`config.mk`:
```
export PLATFORM = sky130hd
export DESIGN_NAME = hazard_ctrl
export DESIGN_NICKNAME = d
export VERILOG_FILES = /design/src/rtl/hazard_ctrl.sv
export SDC_FILE = /design/constraint.sdc
export NUM_CORES = 1
export LEC_CHECK = 0
export BUFFER_PORTS_ARGS = -buffer_cell sky130_fd_sc_hd__buf_4
export CAP_MARGIN = 20
export CELL_PAD_IN_SITES_DETAIL_PLACEMENT = 2
export CELL_PAD_IN_SITES_GLOBAL_PLACEMENT = 2
export CORE_UTILIZATION = 29
export CTS_BUF_LIST = sky130_fd_sc_hd__clkbuf_2
export DETAILED_ROUTE_END_ITERATION = 10
export GPL_ROUTABILITY_DRIVEN = 1
export HOLD_SLACK_MARGIN = 0.1
export PLACE_DENSITY_LB_ADDON = 0.12
export SLEW_MARGIN = 10
export SYNTH_ARGS = -nofsm -noshare
export SYNTH_HDL_FRONTEND = slang
export SYNTH_SLANG_ARGS = --single-unit
export TNS_END_PERCENT = 5
```
`constraint.sdc`:
```
create_clock -name clk_i -period 2.7 [get_ports clk_i]
set_clock_uncertainty 0.15 [all_clocks]
set_input_delay 0.405 -clock clk_i [delete_from_list [all_inputs] [get_ports clk_i]]
set_output_delay 0.405 -clock clk_i [all_outputs]
set_load 0.05 [all_outputs]
```
`src/rtl/hazard_ctrl.sv`:
```
// hazard_ctrl: pipeline sequencing controller for the 5-stage core.
// Each cycle it decides whether PC, IF/ID, ID/EX and EX/MEM advance, hold,
// flush or take a bubble. It covers three cases: load-use hazards, taken
// branches resolved in ID, and a multi-cycle multiply occupying EX. It also
// counts the cycles in which the PC is held.
module hazard_ctrl #(
  parameter int MUL_LAT = 4
) (
  input  logic        clk_i,
  input  logic        rst_i,
  input  logic        idex_memread_i,
  input  logic [4:0]  idex_rtaddr_i,
  input  logic        idex_mul_i,
  input  logic [4:0]  ifid_rsaddr_i,
  input  logic [4:0]  ifid_rtaddr_i,
  input  logic        ifid_uses_rt_i,
  input  logic        branch_taken_i,
  output logic        pc_write_o,
  output logic        ifid_write_o,
  output logic        ifid_flush_o,
  output logic        idex_write_o,
  output logic        idex_bubble_o,
  output logic        exmem_bubble_o,
  output logic        mul_busy_o,
  output logic [15:0] stall_cnt_o
);

  localparam int CNT_W = $clog2(MUL_LAT) + 1;
  // The first stall cycle happens in RUN, so the counter only needs to cover
  // the remaining MUL_LAT-2 stall cycles before the release cycle.
  localparam logic [CNT_W-1:0] CNT_LOAD = (MUL_LAT >= 2) ? CNT_W'(MUL_LAT - 2) : '0;
  localparam logic MUL_STALLS = (MUL_LAT >= 2);

  typedef enum logic {
    ST_RUN = 1'b0,
    ST_MUL = 1'b1
  } state_t;

  state_t            state_q;
  logic [CNT_W-1:0]  cnt_q;
  logic [15:0]       stall_cnt_q;
  logic [15:0]       stall_cnt_d;

  logic mul_start;
  logic mul_stall;
  logic load_use;

  // A multiply is only recognised from RUN; in MUL the EX instruction is
  // still the one already being drained, so idex_mul_i is ignored there.
  assign mul_start = (state_q == ST_RUN) && idex_mul_i && MUL_STALLS;
  assign mul_stall = mul_start || ((state_q == ST_MUL) && (cnt_q != '0));

  // Load-use hazard; a load into $0 can never create a real dependency.
  assign load_use = !mul_stall && idex_memread_i && (idex_rtaddr_i != 5'd0) &&
                    ((idex_rtaddr_i == ifid_rsaddr_i) ||
                     (ifid_uses_rt_i && (idex_rtaddr_i == ifid_rtaddr_i)));

  // Multiply FSM: enter MUL with the remaining stall count, release at zero.
  always_ff @(posedge clk_i) begin
    if (!rst_i) begin
      state_q <= ST_RUN;
      cnt_q   <= '0;
    end else begin
      case (state_q)
        ST_RUN: begin
          if (mul_start) begin
            state_q <= ST_MUL;
            cnt_q   <= CNT_LOAD;
          end
        end
        ST_MUL: begin
          if (cnt_q != '0) begin
            cnt_q <= cnt_q - CNT_W'(1);
          end else begin
            state_q <= ST_RUN;
          end
        end
      endcase
    end
  end

  // Pipeline register controls, priority mul stall > load-use > branch flush.
  always_comb begin
    pc_write_o     = 1'b1;
    ifid_write_o   = 1'b1;
    ifid_flush_o   = 1'b0;
    idex_write_o   = 1'b1;
    idex_bubble_o  = 1'b0;
    exmem_bubble_o = 1'b0;
    mul_busy_o     = 1'b0;
    if (rst_i) begin
      if (mul_stall) begin
        pc_write_o     = 1'b0;
        ifid_write_o   = 1'b0;
        idex_write_o   = 1'b0;
        exmem_bubble_o = 1'b1;
        mul_busy_o     = 1'b1;
      end else if (load_use) begin
        pc_write_o    = 1'b0;
        ifid_write_o  = 1'b0;
        idex_bubble_o = 1'b1;
      end else begin
        // A branch held in ID is simply re-evaluated once ID moves again.
        ifid_flush_o = branch_taken_i;
      end
    end
  end

  // Saturating count of cycles in which the PC was held.
  always_comb begin
    stall_cnt_d = stall_cnt_q;
    if (!pc_write_o && (stall_cnt_q != 16'hFFFF)) begin
      stall_cnt_d = stall_cnt_q + 16'd1;
    end
  end

  // Stall counter register.
  always_ff @(posedge clk_i) begin
    if (!rst_i) begin
      stall_cnt_q <= 16'd0;
    end else begin
      stall_cnt_q <= stall_cnt_d;
    end
  end

  assign stall_cnt_o = stall_cnt_q;

endmodule
```
* Word level (Yosys, flattened, before mapping)
Index checks and enable logic that the tools add are counted.
** Word-level totals
- Register bits after elaboration :: 20
- Bits of input ports :: 21
- Logic and storage cells :: 44
- Output and inout port bits :: 23
** Operators by class
- Reduce and logical (&&, ||, !) cells :: 14
- Bitwise gates (word level) :: 1
- Equality and inequality tests :: 5
- Add/subtract/negate cells :: 2
- Multiplexer cells :: 19
** Operators with widths (count)
- $add 16x1->16 const B :: 1
- $ne 16x16->1 const B :: 1
- $mux 1 :: 15
- $eq 5x5->1 :: 2
- $logic_and 1x1->1 :: 7
- $mux 3 :: 2
- $pmux 3 s2 :: 1
- $reduce_bool 5->1 :: 1
- $reduce_bool 3->1 :: 1
- $sub 3x1->3 const B :: 1
- $logic_not 1->1 :: 2
- $logic_or 1x1->1 :: 2
- $ne 2x1->1 const B :: 1
- $ne 2x2->1 const B :: 1
- $pmux 1 s2 :: 1
- $reduce_and 2->1 :: 1
- $not 1->1 :: 1

* Depth between registers and ports, before layout
- Depth in word-level cells :: 12
- Mapped depth :: 10

* Least setup slack after synthesis
No wires, ideal clock.
- Kind :: input-to-output
- From :: input port idex_rtaddr_i[0]
- To :: output port pc_write_o
- Data arrival time :: 2243 ps
- Data required time :: 2145 ps
- Stages :: 8
- Slack :: -98 ps
- Buffers on the path :: 3
- Path through :: or4_1 o21ai_1 inv_1 a21oi_2 buf_6 buf_8 nand2b_1 buf_4
** On the way
- Longest elaborated chain between the ends :: 7
** RTL lines
- from (decl) :: line 12 : input logic [4:0] idex_rtaddr_i,
- $eq 5x5->1 :: line 56 : (ifid_uses_rt_i && (idex_rtaddr_i == ifid_rtaddr_i)));
- $logic_and 1x1->1 :: line 56
- $logic_or 1x1->1 :: line 55 : ((idex_rtaddr_i == ifid_rsaddr_i) ||
- $logic_and 1x1->1 (*) :: line 54 : assign load_use = !mul_stall && idex_memread_i && (idex_rtaddr_i != 5'd0) &&
- $mux 1 (*) (3 in series)
- to (decl) :: line 18 : output logic pc_write_o,
Every way passes the cells marked *; elsewhere a longest branch is shown, timed or not.

* Worst setup path after layout
- From :: register cnt_q[0]
- To :: output port pc_write_o
** On the way
- Longest elaborated chain between the ends :: 10
** RTL lines
- from (decl) :: line 40 : logic [CNT_W-1:0] cnt_q;
- from (signal assigned) :: line 73 : cnt_q <= cnt_q - CNT_W'(1);
- $reduce_bool 3->1 (*) :: line 51 : assign mul_stall = mul_start || ((state_q == ST_MUL) && (cnt_q != '0));
- $logic_and 1x1->1 (*) :: line 51
- $logic_or 1x1->1 (*) :: line 51
- $logic_not 1->1 :: line 54
- $logic_and 1x1->1 (3 in series) :: line 54
- $mux 1 :: line 98 : end else if (load_use) begin
- $mux 1 (*) :: line 92 : if (mul_stall) begin
- $mux 1 (*) :: line 91 : if (rst_i) begin
Marks and branches as above.

==> metrics.md <==
| Metric | Value |
|---|---|
| Mux cell area share after synthesis | `0.0325` |
| Dpl cells | `233` |
| Netlist cell types | `37` |
| Area growth from synthesis to final layout | `28.8%` |
| CTS tree | `yes` |
| Avg Cell Area, Syn | `8.44 µm²` |
| CTS Sinks | `20` |
| Post-route insts no fill | `236` |
| Residual DRC | `0` |
| Max Cap Violations | `0` |
| Iter 0 DRT Violations | `37` |
| Critical path's most frequent cell | `ha_1` |
| Kind of critical path | `flop to output pin` |
| P_leak | `0.626 nW` |
| Final hold violations | `0` |
| Post-CTS sizing | `0` |
| Clk_lat worst skew | `310 ps` |
| Inserted Clock Buffers | `3` |
| FF+latch area | `402 µm²` |
| Nets | `212` |
| Share of cells above drive strength 1 | `0.323` |
| Setup Buffers After CTS | `0` |
| Worst Hold Margin | `259 ps` |
| CP Cell Sequence | `inv_1, ha_1, ha_1, nand2b_1, o21ai_2, a21oi_2, nand2b_2, buf_4` |
| Cell area after synthesis | `1230 µm²` |
| Initial antenna violation count | `0` |
| CP peak stage delay | `390 ps` |
| Initial core utilization | `0.306` |
| Synth Warn # | `0` |
| Slowest-stage cell, CP | `dfxtp_2` |
| Clock-pin slew on the worst setup and hold paths | `190 ps` |
| Final Critical Period | `2500 ps` |
| Overall Global Routing Usage | `0.180` |
| Die area | `4510 µm²` |
| Critical Path Sink Type | `output pin` |
| Routed WL | `3710 µm` |
| H-tree level count | `1` |
| #FFs+latches synth | `20` |
| Fill cells | `485` |
| P per Cell Area | `370 nW/µm²` |
| GPL Wtd Cong | `0.701` |
| Io pins | `44` |
| Seq/Total Area, Yosys | `0.325` |
| Placed Area | `1570 µm²` |
| Fraction of the mapped netlist area in adder cells | `0.0305` |
| Total number of vias | `1,250` |
| PortBufs | `43` |
| Maximum vdd drop | `0.145 mV` |
| Final worst path period share | `0.925` |
| Clock Tree Root | `clkbuf_2` |
| Final core utilization | `0.394` |
| Worst slew pin tran | `501 ps` |
| Hold Path Class | `input port to flop` |
| # setup viols final | `0` |
| Simple-Gate Fraction of Synth Area | `0.273` |
| Largest cells by area after synthesis | `dfxtp_1 32%, xnor2_1 7.1%, nand2_1 4.9%, nand3_1 3.7%, or4_1 3.7%` |
| Wire per inst | `15.7 µm` |
| Area share of the largest cell type after synthesis | `0.325` |
| Synth Area in Compound Gates | `0.195` |
| Remaining antenna violation count after routing | `0` |
| CP Max Fanout | `5` |
| Die width | `67.2 µm` |
| Footprint of the multi-input gates | `744 µm²` |
| Rel. slew slack | `0.666` |
| Post-DP HPWL | `2970 µm` |
| Combinational family with the most area after synthesis | `simple AND/OR/NAND/NOR gates` |
| Crit path DAT | `1940 ps` |
| Max Freq | `0.400 GHz` |
| Cells after Synth | `146` |
| Slew Viols, Final | `0` |
| Row cnt | `23` |
| Worst endpoint required time | `2140 ps` |
| Vias per cell | `5.30` |
| First-pass GRT wire length | `6130 µm` |
| Area of the core | `4030 µm²` |
| Largest area contributor in the synthesized netlist | `dfxtp_1` |
| RSZ-0062 raised after global routing | `no` |
| Status | `finished, final reports clean` |
| Syn Nets | `170` |
| Largest net degree at the start of global routing | `29` |
| DIE HEIGHT | `67.2 µm` |
| Post-route setup TNS | `0 ps` |
| Total grt overflow | `0` |
| N_diodes | `0` |
| XOR/XNOR share of the synthesized area | `0.0711` |
| DRT Pass-1 Iters | `4` |
| Maximum clock insertion buffer count | `2` |
| Vias in the first global route | `1,352` |
| Hold_buf cts | `0` |
| Crit start category | `flop` |
| Design Area, Final | `1590 µm²` |
## layout by cell type, fill, tap and decap left out, types with 5 or more instances in the layout
| cell | Yosys | final |
|---|---|---|
| nor2_1 | 5 | 5 |
| xnor2_1 | 10 | 10 |
| buf_4 | 3 | 44 |
| and3_1 | 5 | 5 |
| dfxtp_1 | 20 | 19 |
| or4_1 | 6 | 6 |
| a21oi_1 | 8 | 8 |
| nand3_1 | 9 | 9 |
| nand2_1 | 16 | 16 |
| o31ai_1 | 5 | 5 |
| inv_1 | 9 | 9 |
## routing by layer
metal,vias to the layer above,GRT usage,wire [µm]
met5,-,0,0
met4,0,0.0559,21
met3,2,0.0405,210
met2,32,0.339,1960
met1,606,0.196,1510
li1,610,-,-
## flip-flops by register name, summed over array words and instances (netlist names)
signal and flops:
stall_cnt_o 16, state_q 1, cnt_q 3
## worst max-delay path: cells and delay by family, from the launching register on
family	cells	cell delay, ps
adders and majority gates	2	370
and+or+nand+nor	2	420
AOI/OAI and AO/OA	2	210
buffers and inverters	2	240
DFF	1	390
## cell families after synthesis
kind of cell | after synthesis
simple gates | 61
xor+xnor | 10
flops | 20
buf+inv | 16
compound gates | 32
mux | 4
fa+ha+maj | 3
## power by group
group	internal [W]	switching, W
logic	0.0000612	0.0000931
registers	0.000302	0.00000671
clock network	0.0000303	0.0000936
total	0.000394	0.000193
## per-stage QoR
stage | setup slack (ps) | total power (W)
floorplan | 29.5 | 0.000423
global placement | 382 | 0.000465
detailed placement | 333 | 0.000472
CTS | 106 | 0.000601
global route | 40.5 | 0.000624
finish | 202 | 0.000587
## layout make-up
cell class,count,area share
flip-flops and latches,20,0.253
repair buffers,44,0.208
clock buffers,3,0.00946
inverters,9,0.0213
multi-input cells,110,0.469
well taps,50,0.0394
## synthesized netlist by cell type
cell type and instances:
o31ai_1 5, buf_4 3, nand3_1 9, buf_6 1, or3b_2 1, or3_1 3, ha_1 3, buf_8 1
nor3_1 2, mux2i_1 4, o21a_1 1, nand4_1 2, a21oi_2 4, or4_1 6, xnor2_1 10, inv_1 9
o221a_1 1, and2_1 1, and4_1 2, and3_4 1, o22ai_2 1, nand2_1 16, o221a_2 1, and3_1 5
buf_1 1, o21ai_1 4, o21ai_2 2, clkbuf_1 1, a31oi_2 1, nor3b_1 1, nor2_1 5, a21oi_1 8
dfxtp_1 20, o41ai_1 2, nor4_1 2, nand2b_1 5, o311ai_0 2
## final timing paths
check	from	end	slack (ps)	cells after the start
worst max-delay path	cnt_q[0]$_SDFFE_PN0P_	pc_write_o	200	8
worst max register to register	cnt_q[0]$_SDFFE_PN0P_	stall_cnt_o[14]$_SDFFE_PN0P_	340	9
worst min-delay path	rst_i	stall_cnt_o[5]$_SDFFE_PN0P_	260	2
worst min register to register	stall_cnt_o[4]$_SDFFE_PN0P_	stall_cnt_o[4]$_SDFFE_PN0P_	360	2
Note: power is estimated with default switching activity, not from simulation.
